[src/rtl/if_fetch_unit.sv]
// Instruction-fetch stage: PC register, imem addressing, stall/wait/redirect handling and IF/ID flush pulse.
// Define FETCH_BHT_EN to add JAL/branch predecode with a 2-bit branch history table predictor.
module if_fetch_unit #(
    parameter logic [63:0] RESET_PC    = 64'h0,
    parameter int          BHT_ENTRIES = 16
) (
    input  logic        clk,
    input  logic        reset,
    input  logic        PC_Write,
    input  logic        EX_Redirect,
    input  logic [63:0] EX_Target,
    input  logic        EX_IsBranch,
    input  logic        EX_Taken,
    input  logic [63:0] EX_BranchPC,
    output logic [63:0] Imem_Addr,
    input  logic [31:0] Imem_Rdata,
    input  logic        Imem_Ready,
    output logic [63:0] IF_PC,
    output logic [31:0] IF_Instruction,
    output logic        IF_Predicted_Taken,
    output logic        Flush
);
    localparam logic [31:0] NOP_INSN = 32'h0000_0013;

    logic [63:0] pc_reg;
    logic [63:0] pc_next;
    logic        flush_reg;
    logic        pred_taken;
    logic [63:0] pred_target;

    assign Imem_Addr          = pc_reg;
    assign IF_PC              = pc_reg;
    assign IF_Instruction     = Imem_Ready ? Imem_Rdata : NOP_INSN;
    assign IF_Predicted_Taken = pred_taken;
    assign Flush              = flush_reg;

`ifdef FETCH_BHT_EN
    localparam int K = $clog2(BHT_ENTRIES);

    logic [BHT_ENTRIES-1:0][1:0] bht_reg;
    logic [BHT_ENTRIES-1:0][1:0] bht_next;
    logic [K-1:0]                lookup_idx;
    logic [K-1:0]                update_idx;
    logic                        is_jal;
    logic                        is_branch;
    logic [63:0]                 j_imm;
    logic [63:0]                 b_imm;
    logic                        unused_bits;

    assign lookup_idx = pc_reg[K+1:2];
    assign update_idx = EX_BranchPC[K+1:2];
    assign unused_bits = ^{EX_BranchPC[63:K+2], EX_BranchPC[1:0]};

    assign is_jal    = (Imem_Rdata[6:0] == 7'b1101111);
    assign is_branch = (Imem_Rdata[6:0] == 7'b1100011);
    assign j_imm = {{44{Imem_Rdata[31]}}, Imem_Rdata[19:12], Imem_Rdata[20],
                    Imem_Rdata[30:21], 1'b0};
    assign b_imm = {{52{Imem_Rdata[31]}}, Imem_Rdata[7], Imem_Rdata[30:25],
                    Imem_Rdata[11:8], 1'b0};

    // Lookup reads bht_reg, so a same-cycle update to the same entry is not visible yet.
    assign pred_taken  = Imem_Ready && (is_jal || (is_branch && bht_reg[lookup_idx][1]));
    assign pred_target = pc_reg + (is_jal ? j_imm : b_imm);

    generate
        for (genvar gi = 0; gi < BHT_ENTRIES; gi++) begin : g_bht
            logic hit;
            assign hit = EX_IsBranch && (update_idx == K'(gi));
            assign bht_next[gi] = !hit     ? bht_reg[gi] :
                                  EX_Taken ? ((bht_reg[gi] == 2'b11) ? 2'b11 : bht_reg[gi] + 2'b01) :
                                             ((bht_reg[gi] == 2'b00) ? 2'b00 : bht_reg[gi] - 2'b01);
        end
    endgenerate

    always_ff @(posedge clk or posedge reset) begin
        if (reset) begin
            bht_reg <= {BHT_ENTRIES{2'b01}};
        end else begin
            bht_reg <= bht_next;
        end
    end
`else
    logic unused_ex;

    assign unused_ex   = ^{EX_IsBranch, EX_Taken, EX_BranchPC};
    assign pred_taken  = 1'b0;
    assign pred_target = pc_reg;
`endif

    // Redirect beats stall and imem wait; a stalled or waiting fetch never advances on a prediction.
    always_comb begin
        pc_next = pc_reg;
        if (EX_Redirect) begin
            pc_next = EX_Target;
        end else if (!PC_Write || !Imem_Ready) begin
            pc_next = pc_reg;
        end else if (pred_taken) begin
            pc_next = pred_target;
        end else begin
            pc_next = pc_reg + 64'd4;
        end
    end

    always_ff @(posedge clk or posedge reset) begin
        if (reset) begin
            pc_reg    <= RESET_PC;
            flush_reg <= 1'b0;
        end else begin
            pc_reg    <= pc_next;
            flush_reg <= EX_Redirect;
        end
    end
endmodule
[config.mk]
export PLATFORM = sky130hd
export DESIGN_NAME = if_fetch_unit
export DESIGN_NICKNAME = d
export VERILOG_FILES = /design/src/rtl/if_fetch_unit.sv
export SDC_FILE = /design/constraint.sdc
export NUM_CORES = 1
export LEC_CHECK = 0
export CELL_PAD_IN_SITES_DETAIL_PLACEMENT = 1
export CELL_PAD_IN_SITES_GLOBAL_PLACEMENT = 2
export CORE_ASPECT_RATIO = 1.2
export CORE_UTILIZATION = 19
export DETAILED_ROUTE_END_ITERATION = 16
export PLACE_DENSITY = 0.95
export SYNTH_ARGS = -nofsm -noshare
export SYNTH_HDL_FRONTEND = slang
export SYNTH_SLANG_ARGS = --single-unit
[constraint.sdc]
create_clock -name clk -period 6 [get_ports clk]
set_input_delay 0.6 -clock clk [delete_from_list [all_inputs] [get_ports clk]]
set_output_delay 0.6 -clock clk [all_outputs]
set_load 0.05 [all_outputs]
==> impl_metrics.tcl <==
set metrics [dict create \
    gr-total-overflow 0 \
    antenna_found_initial 0 \
    portBuffers 261 \
    critical_path_class "input port to flip-flop" \
    powerDensity_nw_per_um2 245 \
    hp-class "flip-flop to flip-flop" \
    critPathRequiredTime_ns 6.25 \
    antenna_cells 0 \
    htree_levels 3 \
    core_um2 23300 \
    mostFrequentLayoutCells "clkdlybuf4s50_1, dfrtp_1, nand2_1" \
    cp_max_fo 35 \
    p_seq_frac 0.316 \
    worst_pin_slew_ns 0.936 \
    grt_max_degree 66 \
    dpl.hpwl_um 13400 \
    grt_pass1_wl_um 27300 \
    finalWirelength_um 17800 \
    synth_ff_type "dfrtp_1" \
    clk_latency_ns 0.34 \
    synthAdderAreaFrac 0.00276 \
    worst_slack_ns 2.31 \
    worst_hold_slack_ns 0.543 \
    rsz0062_at_grt "false" \
    postRouteAntennaNets 0 \
    viasPerCell 4.44 \
    start_util 0.194 \
    yosysUniqueCellTypes 45 \
    path_cells "clkdlybuf4s50_1, nand2_1, nor3_2, nand4_2, or4_1, a31oi_1" \
    num-fill-cells 2717 \
    instances_no_fill 1046 \
    synth_enable_flop_cells 0 \
    post-route-period-util 0.616 \
    relSlewSlack 0.376 \
    cts_buffers 9 \
    syn_area_um2 4530 \
    ys_seq_area_frac 0.359 \
    status "complete, no violations" \
    pin_count 329 \
    vias 4642 \
    place_ws_ns 1.91 \
    multi_input_area_um2 2290 \
    p_leak_nw 2.66 \
    setup_viol 0 \
    p_sw_w 0.000740 \
    hold_buffers 0 \
    skew_ns 0.00415 \
    swShare 0.417 \
    first_pass_iters 4 \
    yosys_warnings 0 \
    grt_use_total 0.149 \
    clockRootBuffer "clkbuf_16" \
    slowest_stage "clkdlybuf4s50_1" \
    intPower_w 0.00104 \
    die_w_um 143 \
    fp-row-count 61 \
    cts.sinks 65 \
    fin_setup_tns_ns 0 \
    wl_per_cell_um 17.0 \
    drv_cap 0 \
    max_stage_delay_ns 1.07 \
    postCtsSetupBuffers 0 \
    place.gp.congestion 0.753 \
    synthCells 541 \
    final_common_cell "clkdlybuf4s50_1" \
    async_flop_share 1.00 \
    avgSynthCellArea_um2 8.37 \
    min_period_ns 3.69 \
    synth_mux_area_frac 0.0163 \
    grt_pass1_vias 4909 \
    synth_compound_gate_area_share 0.111 \
    post_cts_resized 0 \
    synth_xor_area_frac 0.0600 \
    synthSimpleGateAreaFrac 0.316 \
    route.detailed.drc 0 \
    synth_top_family_by_area "simple AND/OR/NAND/NOR gates" \
    startpoint_type "input port" \
    pwr-share-comb 0.405 \
    register_area_um2 1630 \
    drtIter0Drc 121 \
    synth_nets 709 \
    dieArea_um2 24400 \
    hold_viol_final 0 \
    path_clk_slew_ns 0.05 \
    cts_buffer_depth 2 \
    power.total_w 0.00178 \
    final_nets 896 \
    end_kind "flip-flop" \
    cts_tree "done" \
    synth-seq-cells 65 \
    die_h_um 171 \
    peakVddDrop_mv 0.113 \
    pwr-share-clk 0.279 \
    synthToLayoutAreaGrowth_pct 60.0 \
    dpl.cell_count 1032 \
    timing.fmax_mhz 271 \
    crit_arrival_ns 3.94 \
    maxSlewViolCount 0 \
    drive_above_1_share 0.0451 \
]
==> final cells by class <==
cell class                      instances  area share
Sequential cell                        65       0.225
Inverter                                9     0.00484
Multi-Input combinational cell        379       0.316
Clock buffer                           14      0.0364
Timing Repair Buffer                  264       0.363
Tap cell                              315      0.0544
==> flip-flops by register name, indices dropped and copies added, names as in the netlist <==
register and cells:
IF_PC 64, Flush 1
==> critical path: cells and delay by family <==
family                 cells  cell delay [ns]
and+or+nand+nor            4             2.04
buffers and inverters      1             1.07
AOI/OAI and AO/OA          1             0.22
==> synth_stat cells (2+ instances only) <==
cell type   n  area share
buf_4      65        0.11
dfrtp_1    65        0.36
nand2_1    64       0.053
nor2_1     34       0.028
and2_1     32       0.044
o21ai_0    30       0.033
nand3_1    29       0.032
nand4_1    25       0.035
clkbuf_1   21       0.017
xor2_1     19       0.037
or4_1      18       0.030
a31oi_1    17       0.023
o31ai_1    13       0.022
nor4_1     12       0.017
xnor2_1    12       0.023
inv_1       8      0.0066
or3_1       8       0.011
nor2b_1     7      0.0097
o21ai_1     7      0.0077
and3_1      5      0.0069
o211ai_1    5      0.0083
mux2i_1     4      0.0088
nand2b_1    4      0.0055
or2_2       4      0.0055
a211o_1     3      0.0058
a22oi_1     3      0.0050
mux2_2      3      0.0075
nand4_2     3      0.0083
nor3_1      3      0.0033
buf_1       2      0.0017
nor4_2      2      0.0055
==> logic make-up after synthesis <==
family | Yosys count
xor gates and xnor gates | 31
DFF | 65
and+or+nand+nor | 258
adders and majority gates | 1
AOI/OAI and AO/OA | 81
buffers and inverters | 97
muxes | 7
other | 1
==> metrics by stage <==
step,area (um^2),util
floorplan,4530,-
global placement,6980,0.300
detailed placement,6980,0.300
CTS,7240,0.311
global route,7240,0.311
finish,7240,0.311
==> per-layer routing <==
| layer | global-route usage | wire length [um] | vias up |
|---|---|---|---|
| li1 | - | - | 2234 |
| met1 | 0.175 | 7650 | 2239 |
| met2 | 0.269 | 9030 | 154 |
| met3 | 0.0294 | 887 | 15 |
| met4 | 0.0463 | 233 | 0 |
| met5 | 0 | 0 | - |
==> power groups by stage <==
stage | sequential [W] | clock (W) | combinational, W
2_1_floorplan | 0.000688 | 0 | 0.000356
3_3_place_gp | 0.000567 | 0 | 0.000715
3_5_place_dp | 0.000570 | 0 | 0.000723
4_1_cts | 0.000563 | 0.000513 | 0.000725
5_1_grt | 0.000572 | 0.000525 | 0.000755
6_report | 0.000561 | 0.000495 | 0.000719
==> path summary, 6_finish.rpt <==
path | slack, ns | start | depth (start not counted) | to
worst max-delay path | 2.31 | Imem_Ready | 6 | IF_PC[55]
worst min-delay path | 0.54 | IF_PC[1] | 1 | IF_PC[1]
worst max register to register | 3.13 | IF_PC[36] | 5 | IF_PC[55]
worst min register to register | 0.54 | IF_PC[1] | 1 | IF_PC[1]
max in group asynchronous | 4.51 | reset | 3 | IF_PC[59]
min in group asynchronous | 0.87 | reset | 3 | IF_PC[31]
(Power assumes the default switching activity.)
